`config.mk`:
```
export PLATFORM = sky130hd
export DESIGN_NAME = demux1x4_stream
export DESIGN_NICKNAME = d
export VERILOG_FILES = /design/src/rtl/demux1x4_stream.sv
export SDC_FILE = /design/constraint.sdc
export NUM_CORES = 1
export LEC_CHECK = 0
export ABC_CLOCK_PERIOD_IN_PS = 2200
export CORE_AREA = 5 5 72 74
export DETAILED_ROUTE_END_ITERATION = 8
export DIE_AREA = 0 0 77 79
export MAX_ROUTING_LAYER = met4
export PLACE_DENSITY = 0.76
export SKIP_CTS_REPAIR_TIMING = 1
export SLEW_MARGIN = 30
export SYNTH_ARGS = -nofsm -noshare
export SYNTH_HDL_FRONTEND = slang
export SYNTH_SLANG_ARGS = --single-unit
```
`constraint.sdc`:
```
create_clock -name clk -period 2.2 [get_ports clk]
set_input_delay 0.22 -clock clk [delete_from_list [all_inputs] [get_ports clk]]
set_output_delay 0.22 -clock clk [all_outputs]
set_load 0.05 [all_outputs]
```
`src/rtl/demux1x4_stream.sv`:
```
// demux1x4_stream: registered 1-to-4 stream demultiplexer.
// One valid/ready input stream is steered into one of four output channels.
// Each output channel has its own one-word holding register.
// Routing comes either from in_sel (manual) or from an internal round-robin
// pointer (auto_en=1) that advances once per accepted word.
module demux1x4_stream #(
  parameter int W = 8
) (
  input  logic           clk,
  input  logic           rst_n,
  input  logic           auto_en,
  input  logic [1:0]     in_sel,
  input  logic           in_valid,
  output logic           in_ready,
  input  logic [W-1:0]   in_data,
  output logic [3:0]     out_valid,
  input  logic [3:0]     out_ready,
  output logic [4*W-1:0] out_data,
  output logic [1:0]     cur_sel,
  output logic [7:0]     acc_cnt
);

  logic [1:0]   ptr;
  logic [1:0]   tgt;
  logic         accept;
  logic [3:0]   wr_en;
  logic [3:0]   drain;
  logic [7:0]   cnt;
  logic [W-1:0] data_q [4];

  // Target channel: the round-robin pointer in auto mode, otherwise in_sel.
  always_comb begin
    tgt = in_sel;
    if (auto_en) begin
      tgt = ptr;
    end
  end

  // The target slot is free if it is empty or is being drained this cycle,
  // so in_ready depends on out_ready but never on in_valid.
  assign in_ready = ~out_valid[tgt] | out_ready[tgt];
  assign accept   = in_valid & in_ready;

  // One-hot write strobe: at most one channel is loaded per cycle.
  always_comb begin
    wr_en = '0;
    if (accept) begin
      wr_en[tgt] = 1'b1;
    end
  end

  // A channel drains when its sink takes it; idle ready bits do nothing.
  assign drain = out_valid & out_ready;

  // Valid flags: a write wins over a same-cycle drain, so the slot stays full.
  always_ff @(posedge clk or negedge rst_n) begin
    if (!rst_n) begin
      out_valid <= '0;
    end else begin
      out_valid <= (out_valid & ~drain) | wr_en;
    end
  end

  // Holding registers: only a write changes them; a drain leaves the old word.
  always_ff @(posedge clk or negedge rst_n) begin
    if (!rst_n) begin
      for (int i = 0; i < 4; i++) begin
        data_q[i] <= '0;
      end
    end else begin
      for (int i = 0; i < 4; i++) begin
        if (wr_en[i]) begin
          data_q[i] <= in_data;
        end
      end
    end
  end

  for (genvar g = 0; g < 4; g++) begin : g_out
    assign out_data[g*W +: W] = data_q[g];
  end

  // Round-robin pointer advances only on an accept in auto mode; mode changes never reset it.
  always_ff @(posedge clk or negedge rst_n) begin
    if (!rst_n) begin
      ptr <= '0;
    end else if (accept && auto_en) begin
      ptr <= ptr + 2'd1;
    end
  end

  // Accepted-word counter counts in both modes and wraps silently.
  always_ff @(posedge clk or negedge rst_n) begin
    if (!rst_n) begin
      cnt <= '0;
    end else if (accept) begin
      cnt <= cnt + 8'd1;
    end
  end

  assign cur_sel = ptr;
  assign acc_cnt = cnt;

endmodule

```
==> impl_results.md <==
- Outcome: complete, no violations
- CTS Buf Count: 5
- Clock Path Buffers: 2
- Max-cap viol count: 0
- Hold_ws: 0.343 ns
- Detailed Place HPWL: 3.42 mm
- Die height: 79 um
- CTS root buf: clkbuf_8
- Worst rel slew slack: 64.6%
- DRC: 0
- Global-route wire length before repair: 7.55 mm
- Layout Skew: 0.00600 ns
- Final hold vios: 0
- Core Area: 0.00454 mm^2
- Nets: 222
- DIE WIDTH: 77 um
- DRT antenna net count: 0
- I/O pin count: 65
- Final Critical Period: 1.96 ns
- H-tree depth: 2
- Initial DRC count: 30
- CTS tree: built
- Number of global-route vias before repair: 1462
- Synth Warn #: 0
- Crit path capture type: output port
- Synthesized area: 0.00190 mm^2
- Via-to-Cell Ratio: 4.98
- Share of cells above drive strength 1: 28.9%
- Vias: 1284
- Synthesis-stage register bit count: 46
- Area Overhead vs Synth: 48.6%
- Post-Synthesis Net Count: 143
- Sequential-to-total area share from yosys stat: 60.4%
- Total Routing Usage GR: 16.4%
- Non-Filler Instances: 258
- Post-DR wirelength/cell: 17.4 um
- DP Cell Count: 249
- Crit path max fanout: 6
- Avg Cell Area, Syn: 15.4 um^2
- Die Area: 0.00608 mm^2
- GR Overflow Total: 0
- DRT Pass-1 Iters: 4
- Initial antenna violation count: 0
- RSZ-0062 raised after global routing: false
- GP Congestion: 0.861
- IO Port Bufs: 64
- Initial Util: 42.0%
- Clock Sinks: 46
- Clk_lat worst skew: 0.30 ns
- Crit Path Category: reg2out
- Worst path required time: 1.98 ns
- Crit path launch type: flip-flop
- Antenna cells: 0
- Post-Route WL: 4.48 mm
- Period utilisation layout: 88.9%
- Yosys cell types: 25
- Fmax: 0.511 GHz
- Slew at the pin with the worst max-slew slack: 0.529 ns
- Filler cell count: 330
- Final Max Tran Viols: 0
- CP arrival: 1.74 ns
- Worst hold path type: in2async
- Synthesized instance count: 124
- Std-Cell Rows: 25
- CTS clk-pin slew, worst paths: 0.09 ns
- Final Setup Violations: 0
- Largest net degree at the start of global routing: 18
[worst paths after layout]
check | slack [ns] | from | to | cells past startpoint
max in group asynchronous | 1.32 | rst_n | out_data[15]$_DFFE_PN0P_ | 3
min in group clk | 0.45 | auto_en | cur_sel[0]$_DFFE_PN0P_ | 4
max reg2reg | 0.46 | cur_sel[1]$_DFFE_PN0P_ | acc_cnt[1]$_DFFE_PN0P_ | 4
min reg2reg | 0.50 | acc_cnt[7]$_DFFE_PN0P_ | acc_cnt[7]$_DFFE_PN0P_ | 1
min | 0.34 | rst_n | acc_cnt[5]$_DFFE_PN0P_ | 2
max | 0.24 | cur_sel[1]$_DFFE_PN0P_ | in_ready | 5
[worst max-delay path, stage by stage, from the launching register on]
cell and delay [ns]:
dfrtp_1 0.41, mux2_4 0.32, mux2i_2 0.18, buf_4 0.15
mux2i_4 0.14, buf_4 0.22
[cells in the final DEF, fill, tap and decap left out]
cell	n
and3_1	1
nand3b_1	1
dfrtp_1	46
o22ai_1	1
nand2_1	6
dlymetal6s2s_1	1
nand2b_1	5
nor2b_1	1
nand2_2	1
dlygate4sd3_1	1
or3b_1	1
nand4_1	4
bufinv_16	2
nand3_2	1
mux2_2	24
buf_4	9
xor2_1	3
mux2_4	9
clkdlybuf4s50_1	61
ha_1	1
nand3_1	3
o22ai_2	1
xnor2_1	6
buf_2	1
mux2i_2	2
and4_1	1
clkbuf_8	6
mux2_1	1
mux2i_4	2
nand3b_2	1
nor2_1	1
[cell usage after synthesis]
| cell type | count | area, um^2 |
|---|---|---|
| nand4_1 | 4 | 25.0 |
| and3_1 | 1 | 6.26 |
| buf_6 | 1 | 11.3 |
| dfrtp_1 | 46 | 1150 |
| ha_1 | 1 | 12.5 |
| xor2_1 | 3 | 26.3 |
| mux2i_4 | 1 | 22.5 |
| or3b_1 | 1 | 8.76 |
| nand2_2 | 1 | 6.26 |
| nand2_1 | 6 | 22.5 |
| nor2_1 | 1 | 3.75 |
| nand3b_2 | 1 | 11.3 |
| nand3_2 | 1 | 10.0 |
| mux2_2 | 24 | 270 |
| xnor2_1 | 6 | 52.6 |
| o22ai_2 | 1 | 12.5 |
| mux2_1 | 1 | 11.3 |
| nor2b_1 | 1 | 6.26 |
| mux2i_1 | 3 | 30.0 |
| nand2b_1 | 5 | 31.3 |
| nand3b_1 | 1 | 7.51 |
| and4_1 | 1 | 8.76 |
| o22ai_1 | 1 | 6.26 |
| mux2_4 | 9 | 135 |
| nand3_1 | 3 | 15.0 |
[cell type report]
cell class	instances	area [um^2]	area share (%)
flip-flops and latches	46	1150	40.7
clock buffers	6	82.6	2.92
repair buffers	73	706	24.9
well taps	54	67.6	2.39
clock inverters	2	60.1	2.12
multi-input cells	77	762	26.9
[flip-flops by register name (all words and copies together), names as in the netlist]
| signal | count |
|---|---|
| out_data | 32 |
| acc_cnt | 8 |
| out_valid | 4 |
| cur_sel | 2 |
[cells by family after synthesis]
family | share of synthesized area, %
AO/OA/AOI/OAI | 0.986
XOR/XNOR | 4.14
adder cells (fa/ha/maj) | 0.657
buffers and inverters | 0.591
flip-flops | 60.4
multiplexers | 24.6
AND/OR/NAND/NOR | 8.54
[per-layer routing]
layer  vias to the layer above  track usage (%)  routed length (um)
li1                        596                -                   -
met1                       629             20.3                1990
met2                        51             25.8                2150
met3                         8             4.99                 295
met4                         0             5.33                  44
met5                         -                -                   0
[stage by stage]
stage,utilization [%],instance area [um^2],worst slack (ns),setup TNS (ns)
2_1_floorplan,-,1920,0.183,0
6_report,62.4,2830,0.243,0
4_1_cts,61.9,2810,-0.0294,-0.0294
5_1_grt,62.4,2830,0.160,0
3_3_place_gp,58.8,2670,-0.00998,-0.00998
3_5_place_dp,58.8,2670,-0.105,-0.398
Power is not shown: default switching activity piles up to over one toggle a cycle in this logic, so the estimate is an artifact.
